File: config.mk
export PLATFORM = sky130hd
export DESIGN_NAME = threshold_calibrator
export DESIGN_NICKNAME = d
export VERILOG_FILES = /design/src/rtl/hsv_pkg.sv /design/src/rtl/hsv_minmax.sv /design/src/rtl/threshold_calibrator.sv
export SDC_FILE = /design/constraint.sdc
export NUM_CORES = 1
export LEC_CHECK = 0
export CORE_MARGIN = 3
export CORE_UTILIZATION = 55
export DETAILED_ROUTE_END_ITERATION = 16
export PLACE_DENSITY = 0.91
export SETUP_SLACK_MARGIN = 0.2
export SLEW_MARGIN = 20
export SYNTH_ARGS = -nofsm -noshare
export SYNTH_HDL_FRONTEND = slang
export SYNTH_SLANG_ARGS = --single-unit
File: constraint.sdc
create_clock -name clk -period 5.39 [get_ports clk]
set_input_delay 0.8085 -clock clk [delete_from_list [all_inputs] [get_ports clk]]
set_output_delay 0.8085 -clock clk [all_outputs]
set_load 0.01 [all_outputs]
File: src/rtl/hsv_pkg.sv
// Shared types and constants for the HSV threshold calibrator: FSM encoding,
// packed bound field offsets and saturating margin helpers.
package hsv_pkg;

  typedef enum logic [1:0] {
    ST_IDLE   = 2'd0,
    ST_ARM    = 2'd1,
    ST_SAMPLE = 2'd2,
    ST_COMMIT = 2'd3
  } cal_state_t;

  localparam int unsigned PIX_W    = 8;
  localparam int unsigned HSV_W    = 3 * PIX_W;
  localparam int unsigned BOUNDS_W = 6 * PIX_W;
  localparam int unsigned CNT_W    = 12;

  // Bit offsets of each 8-bit field inside a 48-bit bound set.
  localparam int unsigned H_LO = 40;
  localparam int unsigned H_HI = 32;
  localparam int unsigned S_LO = 24;
  localparam int unsigned S_HI = 16;
  localparam int unsigned V_LO = 8;
  localparam int unsigned V_HI = 0;

  localparam logic [PIX_W-1:0] PIX_MAX = 8'hFF;
  localparam logic [PIX_W-1:0] PIX_MIN = 8'h00;

  function automatic logic [PIX_W-1:0] sat_sub(input logic [PIX_W-1:0] a,
                                               input logic [PIX_W-1:0] m);
    return (a >= m) ? (a - m) : PIX_MIN;
  endfunction

  // Sum is formed one bit wider so the overflow test happens before truncation.
  function automatic logic [PIX_W-1:0] sat_add(input logic [PIX_W-1:0] a,
                                               input logic [PIX_W-1:0] m);
    logic [PIX_W:0] s;
    s = {1'b0, a} + {1'b0, m};
    return (s > {1'b0, PIX_MAX}) ? PIX_MAX : s[PIX_W-1:0];
  endfunction

endpackage

File: src/rtl/hsv_minmax.sv
// Per-channel running minimum and maximum of H, S and V.
module hsv_minmax
  import hsv_pkg::*;
(
  input  logic             clk,
  input  logic             reset,
  input  logic             i_clear,
  input  logic             i_en,
  input  logic [HSV_W-1:0] i_pixel,
  output logic [HSV_W-1:0] o_min,
  output logic [HSV_W-1:0] o_max
);

  logic [HSV_W-1:0] r_min;
  logic [HSV_W-1:0] r_max;

  always_ff @(posedge clk) begin
    if (reset || i_clear) begin
      r_min <= {3{PIX_MAX}};
      r_max <= {3{PIX_MIN}};
    end else if (i_en) begin
      for (int c = 0; c < 3; c++) begin
        if (i_pixel[c*PIX_W +: PIX_W] < r_min[c*PIX_W +: PIX_W])
          r_min[c*PIX_W +: PIX_W] <= i_pixel[c*PIX_W +: PIX_W];
        if (i_pixel[c*PIX_W +: PIX_W] > r_max[c*PIX_W +: PIX_W])
          r_max[c*PIX_W +: PIX_W] <= i_pixel[c*PIX_W +: PIX_W];
      end
    end
  end

  assign o_min = r_min;
  assign o_max = r_max;

endmodule

File: src/rtl/threshold_calibrator.sv
// Samples a fixed screen window for one frame and rewrites the blue or green
// HSV threshold bounds from the observed min/max, widened by MARGIN.
module threshold_calibrator
  import hsv_pkg::*;
#(
  parameter logic [10:0]         WIN_X0        = 11'd496,
  parameter logic [9:0]          WIN_Y0        = 10'd368,
  parameter logic [5:0]          WIN_SIZE      = 6'd32,
  parameter logic [7:0]          MARGIN        = 8'd8,
  parameter logic [BOUNDS_W-1:0] BLUE_DEFAULT  = 48'h64_82_50_FF_32_FF,
  parameter logic [BOUNDS_W-1:0] GREEN_DEFAULT = 48'h28_50_46_FF_28_FF
) (
  input  logic                clk,
  input  logic                reset,
  input  logic                frame_start,
  input  logic [10:0]         hcount,
  input  logic [9:0]          vcount,
  input  logic [HSV_W-1:0]    hsv_pixel,
  input  logic                pixel_valid,
  input  logic                cal_req,
  input  logic                cal_sel,
  output logic [BOUNDS_W-1:0] blue_bounds,
  output logic [BOUNDS_W-1:0] green_bounds,
  output logic                busy,
  output logic                done,
  output logic                cal_err
);

  cal_state_t          r_state;
  logic                r_sel;
  logic                r_busy;
  logic                r_done;
  logic                r_err;
  logic [CNT_W-1:0]    r_count;
  logic [BOUNDS_W-1:0] r_blue;
  logic [BOUNDS_W-1:0] r_green;

  logic                w_in_x;
  logic                w_in_y;
  logic                w_clear;
  logic                w_sample;
  logic [HSV_W-1:0]    w_min;
  logic [HSV_W-1:0]    w_max;
  logic [BOUNDS_W-1:0] w_new_bounds;

  // Window ends are formed one bit wider than the coordinates so they cannot wrap.
  assign w_in_x = (hcount >= WIN_X0) &&
                  (12'(hcount) < (12'(WIN_X0) + 12'(WIN_SIZE)));
  assign w_in_y = (vcount >= WIN_Y0) &&
                  (11'(vcount) < (11'(WIN_Y0) + 11'(WIN_SIZE)));

  assign w_clear  = (r_state == ST_ARM) && frame_start;
  assign w_sample = (r_state == ST_SAMPLE) && !frame_start &&
                    pixel_valid && w_in_x && w_in_y;

  hsv_minmax u_minmax (
    .clk     (clk),
    .reset   (reset),
    .i_clear (w_clear),
    .i_en    (w_sample),
    .i_pixel (hsv_pixel),
    .o_min   (w_min),
    .o_max   (w_max)
  );

  always_comb begin
    w_new_bounds             = '0;
    w_new_bounds[H_LO +: 8]  = sat_sub(w_min[23:16], MARGIN);
    w_new_bounds[H_HI +: 8]  = sat_add(w_max[23:16], MARGIN);
    w_new_bounds[S_LO +: 8]  = sat_sub(w_min[15:8],  MARGIN);
    w_new_bounds[S_HI +: 8]  = sat_add(w_max[15:8],  MARGIN);
    w_new_bounds[V_LO +: 8]  = sat_sub(w_min[7:0],   MARGIN);
    w_new_bounds[V_HI +: 8]  = sat_add(w_max[7:0],   MARGIN);
  end

  // The closing frame_start is where bounds, done and cal_err are loaded, so
  // all three become visible together in the COMMIT cycle.
  always_ff @(posedge clk) begin
    if (reset) begin
      r_state <= ST_IDLE;
      r_sel   <= 1'b0;
      r_busy  <= 1'b0;
      r_done  <= 1'b0;
      r_err   <= 1'b0;
      r_count <= '0;
      r_blue  <= BLUE_DEFAULT;
      r_green <= GREEN_DEFAULT;
    end else begin
      r_done <= 1'b0;
      case (r_state)
        ST_IDLE: begin
          if (cal_req) begin
            r_sel   <= cal_sel;
            r_err   <= 1'b0;
            r_busy  <= 1'b1;
            r_state <= ST_ARM;
          end
        end
        ST_ARM: begin
          if (frame_start) begin
            r_count <= '0;
            r_state <= ST_SAMPLE;
          end
        end
        ST_SAMPLE: begin
          if (frame_start) begin
            r_done  <= 1'b1;
            r_state <= ST_COMMIT;
            if (r_count == '0)
              r_err <= 1'b1;
            else if (r_sel)
              r_green <= w_new_bounds;
            else
              r_blue <= w_new_bounds;
          end else if (w_sample && (r_count != {CNT_W{1'b1}})) begin
            r_count <= r_count + CNT_W'(1);
          end
        end
        ST_COMMIT: begin
          r_busy  <= 1'b0;
          r_state <= ST_IDLE;
        end
        default: begin
          r_busy  <= 1'b0;
          r_state <= ST_IDLE;
        end
      endcase
    end
  end

  assign blue_bounds  = r_blue;
  assign green_bounds = r_green;
  assign busy         = r_busy;
  assign done         = r_done;
  assign cal_err      = r_err;

endmodule

# After elaboration in Yosys (flattened, before gate mapping)
# Index checks and enable logic that the tools add are counted.
# W data, S select, Z words.
dict set report word_totals {
  register_bits 162
  input_bits 51
  wordCells 100
}
dict set report classes {
  n_addsub 7
  order_cmp 16
  eq_ne 10
  mux 21
  bitwise 3
  n_reduce_logical 29
}
# op n
set op_table {}
lappend op_table {{$mux W8} 6}
lappend op_table {{$mux W12} 3}
lappend op_table {{$add A8 B4 Y9 const B} 3}
lappend op_table {{$gt A9 B8 Y1 const B} 3}
lappend op_table {{$ge A8 B4 Y1 const B} 3}
lappend op_table {{$gt A8 B8 Y1} 3}
lappend op_table {{$lt A8 B8 Y1} 3}
lappend op_table {{$pmux W12 S2} 1}
lappend op_table {{$sub A8 B4 Y8 const B} 3}
lappend op_table {{$reduce_and A2 Y1} 8}
lappend op_table {{$reduce_and A4 Y1} 4}
lappend op_table {{$add A12 B1 Y12 const B} 1}
lappend op_table {{$logic_not A12 Y1} 1}
lappend op_table {{$ne A12 B12 Y1 const B} 1}
lappend op_table {{$ge A11 B9 Y1 const B} 1}
lappend op_table {{$lt A11 B10 Y1 const B} 1}
lappend op_table {{$ge A10 B9 Y1 const B} 1}
lappend op_table {{$lt A10 B9 Y1 const B} 1}
lappend op_table {{$logic_and A1 B1 Y1} 8}
lappend op_table {{$ne A2 B2 Y1 const B} 4}
lappend op_table {{$pmux W2 S4} 1}
lappend op_table {{$mux W2} 3}
lappend op_table {{$reduce_bool A2 Y1} 3}
lappend op_table {{$mux W1} 5}
lappend op_table {{10 further kinds} 15}

# Logic depth before layout (Yosys ltp)
# Gate-level depths: netlist of the first run.
dict set report depth {
  ltp_word 9
  ltp_mapped 9
  depth_no_buf 7
}

# Cells and area by module
# From an unflattened synthesis of the first run, not the netlist that was laid out.
dict set report unflattened {
  cells_unflattened 976
  hier_area_um2 8390.5
}
# module n_inst cells_per_inst area_each_um2
set modules_own_cells {}
lappend modules_own_cells {threshold_calibrator 1 606 5181.2}
lappend modules_own_cells {hsv_minmax 1 370 3209.3}

# Worst setup path before layout of the first run
# No wires, ideal clock.
dict set report synth_timing {
  kind {input port to flip-flop}
  start {input port vcount[6]}
  end {register r_count[8]}
  t_arrival_ns 2.579
  path_slack_ns 2.749
  cell_stages 5
  cell_sequence {or4b_4 a2111oi_4 a32oi_2 or4_1 nand3_1}
}
dict set report synth_via {
  elab_chain_len 6
  word_cells_on_any_way 7
  cone_classes {2 x order compare; 1 x eq/ne; 4 x reduce/logical}
}
# element line
set synth_rtl {}
lappend synth_rtl {{start: declaration} threshold_calibrator.sv:17} ;# input logic [9:0] vcount,
lappend synth_rtl {{$ge A10 B9 Y1 or $lt A10 B9 Y1 (tied branches)} {threshold_calibrator.sv:49, threshold_calibrator.sv:50}}
lappend synth_rtl {{$logic_and A1 B1 Y1 *} threshold_calibrator.sv:49} ;# assign w_in_y = (vcount >= WIN_Y0) &&
lappend synth_rtl {{$logic_and A1 B1 Y1 *} threshold_calibrator.sv:54} ;# pixel_valid && w_in_x && w_in_y;
lappend synth_rtl {{$logic_and A1 B1 Y1 *} threshold_calibrator.sv:115} ;# end else if (w_sample && (r_count != {CNT_W{1'b1}})) begin
lappend synth_rtl {{$ne A2 B1 Y1 (no line) *} -}
lappend synth_rtl {{$reduce_and A4 Y1 (no line) *} -}
lappend synth_rtl {{end signal: assignment} threshold_calibrator.sv:116} ;# r_count <= r_count + CNT_W'(1);
lappend synth_rtl {{end: declaration} threshold_calibrator.sv:34} ;# logic [CNT_W-1:0] r_count;
# Every way passes the cells marked *; elsewhere a longest branch is shown, timed or not.
# A chain may end at the register's enable or synchronous reset.

# Worst setup path after layout of the first run
dict set report layout_timing {
  start {input port frame_start}
  end {register u_minmax.r_min[11] (netlist: u_minmax.o_min[11])}
}
dict set report layout_via {
  elab_chain_len 6
  word_cells_on_any_way 8
  cone_classes {8 x reduce/logical}
}
# element line
set layout_rtl {}
lappend layout_rtl {{start: declaration} threshold_calibrator.sv:15} ;# input logic frame_start,
lappend layout_rtl {{$logic_not A1 Y1} threshold_calibrator.sv:53} ;# assign w_sample = (r_state == ST_SAMPLE) && !frame_start &&
lappend layout_rtl {{$logic_and A1 B1 Y1 (2 in a row)} threshold_calibrator.sv:53}
lappend layout_rtl {{$logic_and A1 B1 Y1 (2 in a row)} threshold_calibrator.sv:54}
lappend layout_rtl {{$reduce_and A2 Y1 (no line)} -}
lappend layout_rtl {{end signal: assignment} hsv_minmax.sv:19} ;# r_min <= {3{PIX_MAX}};
lappend layout_rtl {{end signal: indexed assignment} hsv_minmax.sv:24} ;# r_min[c*PIX_W +: PIX_W] <= i_pixel[c*PIX_W +: PIX_W];
lappend layout_rtl {{end: declaration} hsv_minmax.sv:14} ;# logic [HSV_W-1:0] r_min;
# Several ways; a longest one is shown, not always the timed one.

==> results.py, run 1 <==
metrics = {
    "global_route": {
        "grt_max_degree": 101,
        "grt.overflow.total": 0,
        "grt_first_pass_wirelength_um": 37100,
        "antenna_found_initial": 0,
        "grt_pass1_vias": 7651,
        "grtUsageTotal": 0.276,
    },
    "worst_setup_path": {
        "cp.buffers_inverters": 1,
        "cp-start-kind": "input pin",
        "cp_cell_sequence": "clkdlybuf4s50_1 > or3b_2 > a2111oi_4 > o2111ai_1 > o21ai_0 > nand3_1",
        "crit_slowest_cell": "a2111oi_4",
        "worstPathArrival_ns": 3.86,
        "worstPathRequired_ns": 5.66,
        "crit_family": "compound AO/OA/AOI/OAI gates",
        "path_class": "in2reg",
        "crit_path_end_kind": "register",
        "critPathMaxStageDelay_ns": 0.80,
        "cp_max_fo": 13,
    },
    "placement": {
        "dp_cells": 1257,
        "place_area_mm2": 0.00972,
        "io_buffer_count": 141,
        "hpwl_um": 15700,
        "gp_congestion": 0.927,
    },
    "routing": {
        "wire_per_inst_um": 17.7,
        "drc": 0,
        "vias": 7949,
        "drt_pre_antenna_iters": 5,
        "drt-initial-drc-count": 797,
        "wirelength_um": 22800,
        "viasPerCell": 6.16,
        "drtAntennaViolNets": 0,
    },
    "cells_and_area": {
        "drive_gt1_frac": 0.0542,
        "nFillCells": 1038,
        "num_antenna_cells": 0,
        "nNetsFinal": 1205,
        "synthToLayoutAreaGrowth_pct": 25.1,
        "fin_area_mm2": 0.0103,
        "final_cells": 1290,
    },
    "clocking": {
        "cts_buffer_depth": 2,
        "postCtsHoldBufs": 0,
        "cts_setup_buffers": 0,
        "clkTransAtPathRegs_ns": 0.06,
        "cts_tree": "done",
        "h-tree-depth": 4,
        "clock_latency_ns": 0.43,
        "ctsResizeCount": 0,
        "clock-sinks": 162,
        "numCtsBuffers": 17,
        "clock-root-buffer": "clkbuf_16",
    },
    "synth": {
        "synth_ff_type": "dfxtp_1",
        "synth_edf_count": 0,
        "yosys-top-cells-area": "dfxtp_1, ha_1, nand3_1, nand2_1, a211o_1",
        "ys_top_cells_by_count": "dfxtp_1, nand2_1, nand3_1, nor2_1, ha_1",
        "avgSynthCellArea_um2": 8.45,
        "synthCells": 975,
        "synth_top_cell_area_share": 0.394,
        "yosysMostFrequentCell": "dfxtp_1",
        "yosysTopAreaCell": "dfxtp_1",
        "synth_area_mm2": 0.00824,
        "synthArstFlopShare": 0,
        "yosys_warnings": 0,
        "ys_ff_latch": 162,
        "yosysUniqueCellTypes": 61,
        "ys_seq_area_frac": 0.394,
        "synth_nets": 1087,
    },
    "outcome": {
        "outcome": "complete, no violations",
    },
    "timing": {
        "fin_skew_ns": 0.00899,
        "rsz0062_at_grt": "no",
        "hold_violations": 0,
        "whs_ns": 0.453,
        "slew_viol_final": 0,
        "slew_headroom": 0.248,
        "worst_pin_slew_ns": 1.12,
        "finalSetupViolCount": 0,
        "setup_tns_ns": 0,
        "fin_crit_sh": 0.665,
        "period_minus_slack_ns": 3.58,
        "fmax_ghz": 0.279,
    },
    "die": {
        "core_area_mm2": 0.0146,
        "num_rows": 44,
        "start_util": 0.565,
        "die_y_um": 128,
        "die_w_um": 128,
        "dieArea_mm2": 0.0165,
        "ios": 150,
    },
    "power": {
        "ir_worst_vdd_mv": 0.234,
        "leakagePower_nw": 3.85,
        "powerDensity_mw_per_mm2": 260,
    },
    "flow_run": {
        "drv_cap": 0,
    },
    "min_path": {
        "hold_class": "reg2reg",
    },
}
==> cells in the final DEF (no fill, tap or decap), types with 12 or more instances in the layout <==
cell,instances
a211o_1,37
a211oi_1,23
a21oi_1,49
a31oi_1,12
clkbuf_16,17
clkdlybuf4s50_1,140
dfxtp_1,162
ha_1,61
inv_1,60
mux2i_1,28
nand2_1,106
nand3_1,86
nor2_1,84
nor3_1,24
o21ai_0,55
==> worst paths after layout <==
kind	from	end	slack, ns	cells after the start
worst max-delay path	frame_start	u_minmax.o_min[11]	1.81	6
worst min-delay path	green_bounds[40]	green_bounds[40]	0.45	2
worst max register to register	r_state[0]	u_minmax.o_min[11]	2.24	7
worst min register to register	green_bounds[40]	green_bounds[40]	0.45	2
==> metrics by stage <==
stage | util | power [mW] | setup WS [ns]
2_1_floorplan | - | 1.43 | 2.75
3_3_place_gp | 0.666 | 1.51 | 1.56
4_1_cts | 0.705 | 2.68 | 1.93
3_5_place_dp | 0.666 | 1.52 | 1.55
5_1_grt | 0.707 | 2.78 | 1.68
6_report | 0.707 | 2.68 | 1.81
==> routing by layer <==
layer,track usage,vias up,share of wire
li1,-,3741,-
met1,0.322,3750,0.39
met2,0.469,374,0.49
met3,0.0751,84,0.074
met4,0.129,0,0.049
met5,0,-,0
==> power by group <==
| group | internal, mW | leakage, nW | total [mW] | switching [mW] |
|---|---|---|---|---|
| registers | 1.21 | 1.31 | 1.22 | 0.0109 |
| clock network | 0.677 | 0.274 | 1.18 | 0.503 |
| logic | 0.107 | 2.26 | 0.280 | 0.173 |
| total | 1.99 | 3.85 | 2.68 | 0.687 |
==> worst min-delay path, stage by stage, from the launching register on <==
cell	delay, ns
dfxtp_1	0.31
nand2_1	0.05
a21oi_1	0.05
==> kinds of logic after synthesis <==
group	Yosys count	share of synthesized area
AO/OA/AOI/OAI	225	0.192
buffers and inverters	109	0.0542
adder cells (fa/ha/maj)	61	0.0926
multiplexers	28	0.0340
AND/OR/NAND/NOR	385	0.228
XOR/XNOR	5	0.00531
flip-flops	162	0.394
==> final cells by class <==
cell class | instances | area, um^2 | share of cell area
Sequential cell | 162 | 3240 | 0.315
Clock buffer | 22 | 474 | 0.0460
Clock inverter | 10 | 97.6 | 0.00946
Tap cell | 184 | 230 | 0.0223
Timing Repair Buffer | 148 | 1470 | 0.143
Inverter | 60 | 225 | 0.0218
Multi-Input combinational cell | 704 | 4570 | 0.443
==> sequential cells by signal, summed over array words and instances, names as in the netlist <==
| signal | cells |
|---|---|
| blue_bounds | 48 |
| busy | 1 |
| cal_err | 1 |
| done | 1 |
| green_bounds | 48 |
| r_count | 12 |
| r_sel | 1 |
| r_state | 2 |
| u_minmax.o_max | 24 |
| u_minmax.o_min | 24 |
(Power assumes the default switching activity.)
==> inputs of run 2 (changes only) <==
CORE_UTILIZATION = 53   (was 55)
PLACE_DENSITY = 0.89   (was 0.91)
clock period = 3.4 ns   (was 5.39 ns; I/O delays follow)
==> run 2 against run 1 <==
Against the previous run:
- power grew 66%
- register-to-register slack got worse by 1.6 ns
- clock power grew 75%
- via count decreased by 1.3%
- wire length shrank 1.4%
- clock skew hardly changed
- utilization down 0.60 points
==> results.py, run 2 (synthesized netlist as in run 1, its figures left out) <==
metrics = {
    "min_path": {
        "hold_class": "reg2reg",
    },
    "clocking": {
        "cts_setup_buffers": 0,
        "clock_latency_ns": 0.42,
        "ctsResizeCount": 0,
        "clock-sinks": 162,
        "clkTransAtPathRegs_ns": 0.07,
        "cts_buffer_depth": 2,
        "postCtsHoldBufs": 0,
        "h-tree-depth": 4,
        "cts_tree": "done",
        "clock-root-buffer": "clkbuf_16",
        "numCtsBuffers": 17,
    },
    "power": {
        "powerDensity_mw_per_mm2": 427,
        "finalPower_mw": 4.44,
        "ir_worst_vdd_mv": 0.458,
        "leakagePower_nw": 3.90,
    },
    "worst_setup_path": {
        "crit_path_end_kind": "register",
        "path_class": "reg2reg",
        "cp_cell_sequence": "inv_1 > ha_1 > nand2_1 > a31oi_1 > and2_1 > buf_4 > nor2_1 > a211oi_1",
        "cp.buffers_inverters": 2,
        "worstPathRequired_ns": 3.71,
        "critPathMaxStageDelay_ns": 0.45,
        "crit_family": "simple AND/OR/NAND/NOR gates",
        "cp_max_fo": 31,
        "worstPathArrival_ns": 3.05,
        "cp-start-kind": "register",
        "crit_slowest_cell": "ha_1",
    },
    "cells_and_area": {
        "nFillCells": 1086,
        "layout_common_cells": "dfxtp_1, clkdlybuf4s50_1, nand2_1, nand3_1, nor2_1",
        "nNetsFinal": 1210,
        "drive_gt1_frac": 0.0603,
        "final_cells": 1295,
        "synthToLayoutAreaGrowth_pct": 26.4,
        "num_antenna_cells": 0,
        "layout_commonest_cell": "dfxtp_1",
    },
    "timing": {
        "fmax_ghz": 0.365,
        "finalSetupViolCount": 0,
        "fin_crit_sh": 0.805,
        "worst_pin_slew_ns": 0.873,
        "slew_headroom": 0.413,
        "setup_tns_ns": 0,
        "slew_viol_final": 0,
        "rsz0062_at_grt": "no",
        "period_minus_slack_ns": 2.74,
        "hold_violations": 0,
        "fin_skew_ns": 0.00891,
    },
    "routing": {
        "drt-initial-drc-count": 708,
        "viasPerCell": 6.06,
        "vias": 7846,
        "wirelength_um": 22500,
        "drt_pre_antenna_iters": 5,
        "drc": 0,
        "drtAntennaViolNets": 0,
        "wire_per_inst_um": 17.4,
    },
    "die": {
        "die_w_um": 131,
        "start_util": 0.554,
        "ios": 150,
        "core_area_mm2": 0.0149,
        "dieArea_mm2": 0.0171,
        "num_rows": 44,
        "die_y_um": 131,
    },
    "placement": {
        "io_buffer_count": 141,
        "dp_cells": 1262,
        "hpwl_um": 15800,
        "gp_congestion": 0.920,
    },
    "global_route": {
        "grtUsageTotal": 0.262,
        "grt.overflow.total": 0,
        "grt_first_pass_wirelength_um": 36100,
        "antenna_found_initial": 0,
        "grt_pass1_vias": 7583,
        "grt_max_degree": 86,
    },
    "outcome": {
        "outcome": "complete, no violations",
    },
    "flow_run": {
        "drv_cap": 0,
    },
}
==> run 2: cell count changes in the layout (fill, tap and decap cells not counted) <==
cell and change:
clkbuf_8 -2, clkinv_4 +2, bufinv_16 +3, clkinv_2 -1
clkbuf_1 -2, buf_4 +5
==> run 2: metal layers <==
metal	track usage	vias to the layer above	share of wire
met5	0	-	0
met2	0.454	274	0.49
met3	0.0707	56	0.062
met4	0.116	0	0.035
li1	-	3762	-
met1	0.305	3754	0.41
==> run 2: report_power, final <==
group / internal, mW / switching (mW)
sequential: 1.92 / 0.0160
combinational: 0.169 / 0.271
clock: 1.26 / 0.811
total: 3.35 / 1.10
==> run 2: stage by stage <==
stage,utilization,worst slack (ns),hold slack [ns],cell area (um^2)
floorplan,-,1.06,0.445,8240
global placement,0.656,0.402,0.443,9760
detailed placement,0.656,0.372,0.448,9760
CTS,0.699,0.714,0.456,10400
global route,0.701,0.483,0.474,10400
finish,0.701,0.663,0.455,10400
==> run 2: worst min-delay path, cell delays in order, from the launching register on <==
cell     delay, ns
dfxtp_1       0.31
nand2_1       0.05
a21oi_1       0.05
==> run 2: area by class of cell <==
| cell class | instances | area, um^2 | area share |
|---|---|---|---|
| clock inverter | 14 | 200 | 0.0192 |
| clock buffer | 18 | 439 | 0.0422 |
| multi-input combinational | 704 | 4570 | 0.438 |
| inverter | 60 | 225 | 0.0216 |
| tap | 184 | 230 | 0.0221 |
| timing repair buffer | 153 | 1510 | 0.145 |
| sequential | 162 | 3240 | 0.311 |
==> run 2: worst paths after layout <==
kind	from	to	slack [ns]	depth (start not counted)
worst min register to register	green_bounds[44]	green_bounds[44]	0.45	2
worst max-delay path	r_state[0]	green_bounds[33]	0.66	8
worst max register to register	r_state[0]	green_bounds[33]	0.66	8
worst min-delay path	green_bounds[44]	green_bounds[44]	0.45	2
==> inputs of run 3 (changes only) <==
CORE_UTILIZATION = 48   (was 53)
PLACE_DENSITY = 0.85   (was 0.89)
clock period = 2.35 ns   (was 3.4 ns; I/O delays follow)
==> run 3 against run 2 <==
Against the previous run:
- hold slack got worse by 0.053 ns
- non-clock buffer count increased by 41
- critical path depth stayed put
- cell area increased by 6.0%
- flip-flop and latch count unchanged
- die area rose by 9.9%
- fmax rose by 28%
- cell count up 5.9%
- wire length increased by 8.5%
- clock power up 38%
- combinational power up 69%
==> results.py, run 3 (synthesized netlist as in run 1, its figures left out) <==
metrics = {
    "timing": {
        "slew_headroom": 0.571,
        "fmax_ghz": 0.469,
        "finalSetupViolCount": 0,
        "hold_violations": 0,
        "slew_viol_final": 0,
        "fin_skew_ns": 0.0138,
        "worst_pin_slew_ns": 0.640,
        "period_minus_slack_ns": 2.13,
        "fin_crit_sh": 0.907,
        "fin_ws_ns": 0.218,
        "rsz0062_at_grt": "yes",
        "setup_tns_ns": 0,
        "whs_ns": 0.402,
    },
    "routing": {
        "wirelength_um": 24400,
        "drc": 0,
        "wire_per_inst_um": 17.8,
        "drtAntennaViolNets": 0,
        "drt_pre_antenna_iters": 5,
        "vias": 8057,
        "drt-initial-drc-count": 594,
        "viasPerCell": 5.87,
    },
    "cells_and_area": {
        "layout_commonest_cell": "dfxtp_1",
        "final_cells": 1372,
        "fin_area_mm2": 0.0110,
        "nNetsFinal": 1251,
        "synthToLayoutAreaGrowth_pct": 34.0,
        "num_antenna_cells": 0,
        "layout_common_cells": "dfxtp_1, clkdlybuf4s50_1, nand2_1, nand3_1, nor2_1",
        "drive_gt1_frac": 0.115,
    },
    "flow_run": {
        "drv_cap": 0,
    },
    "worst_setup_path": {
        "worstPathRequired_ns": 2.73,
        "cp_max_fo": 8,
        "cp-start-kind": "register",
        "path_class": "reg2reg",
        "crit_path_end_kind": "register",
        "worstPathArrival_ns": 2.51,
    },
    "power": {
        "ir_worst_vdd_mv": 0.600,
        "powerDensity_mw_per_mm2": 580,
        "leakagePower_nw": 4.16,
    },
    "global_route": {
        "grt.overflow.total": 0,
        "grt_first_pass_wirelength_um": 37200,
        "antenna_found_initial": 0,
        "grt_max_degree": 75,
        "grt_pass1_vias": 7665,
        "grtUsageTotal": 0.248,
    },
    "die": {
        "start_util": 0.493,
        "num_rows": 47,
        "ios": 150,
        "core_area_mm2": 0.0167,
        "die_w_um": 137,
        "dieArea_mm2": 0.0188,
        "die_y_um": 137,
    },
    "clocking": {
        "clock_latency_ns": 0.43,
        "numCtsBuffers": 17,
        "postCtsHoldBufs": 0,
        "clock-root-buffer": "clkbuf_16",
        "cts_tree": "done",
        "clkTransAtPathRegs_ns": 0.07,
        "clock-sinks": 162,
        "cts_buffer_depth": 2,
        "h-tree-depth": 4,
    },
    "placement": {
        "io_buffer_count": 141,
        "preCtsSetupSlack_ns": -0.343,
        "gp_congestion": 0.917,
        "dp_cells": 1324,
        "hpwl_um": 16700,
        "place_area_mm2": 0.0101,
    },
    "min_path": {
        "hold_class": "in2reg",
    },
    "outcome": {
        "outcome": "complete, no violations",
    },
}
==> run 3: what timing repair did <==
action / CTS / global route
gates cloned: 1 / 4
setup buffers: 1 / 10
pin swaps: 8 / 7
setup endpoints to repair: 70 / 136
hold endpoints to repair: 0 / 0
resized for setup: 17 / 31
==> run 3: metal layers <==
| layer | vias up | wire [um] | global-route usage |
|---|---|---|---|
| met1 | 3809 | 9600 | 0.290 |
| met3 | 70 | 1600 | 0.0548 |
| li1 | 3847 | - | - |
| met5 | - | 0 | 0 |
| met4 | 0 | 1070 | 0.118 |
| met2 | 331 | 12100 | 0.428 |
==> run 3: worst paths after layout <==
| check | from | endpoint | slack, ns | cells past startpoint |
|---|---|---|---|---|
| worst min-delay path | reset | r_state[1] | 0.40 | 2 |
| worst max register to register | r_count[0] | green_bounds[26] | 0.22 | 8 |
| worst max-delay path | r_count[0] | green_bounds[26] | 0.22 | 8 |
| worst min register to register | green_bounds[41] | green_bounds[41] | 0.46 | 2 |
==> run 3: area by class of cell <==
type	count	area (um^2)
Clock buffer	20	457
Sequential cell	162	3250
Tap cell	220	275
Clock inverter	12	150
Inverter	60	225
Fill cell	1335	5660
Multi-Input combinational cell	704	4680
Timing Repair Buffer	194	2010
==> run 3: through the flow <==
stage	power (mW)	util
after floorplan	3.29	-
after global placement	3.51	0.604
after detailed placement	3.53	0.604
after CTS	6.36	0.645
after global routing	6.63	0.661
final	6.41	0.661
==> run 3: power breakdown <==
part	internal, mW	total [mW]	switching, mW
logic	0.312	0.744	0.432
clock network	1.65	2.86	1.21
registers	2.78	2.81	0.0301
==> run 3: worst max-delay path, stage by stage (launching register included) <==
cell and delay [ns]:
dfxtp_2 0.34, inv_1 0.07, ha_1 0.20, nor4b_2 0.16
buf_4 0.15, a311o_2 0.54, buf_12 0.21, nor3_1 0.26
a211o_1 0.14
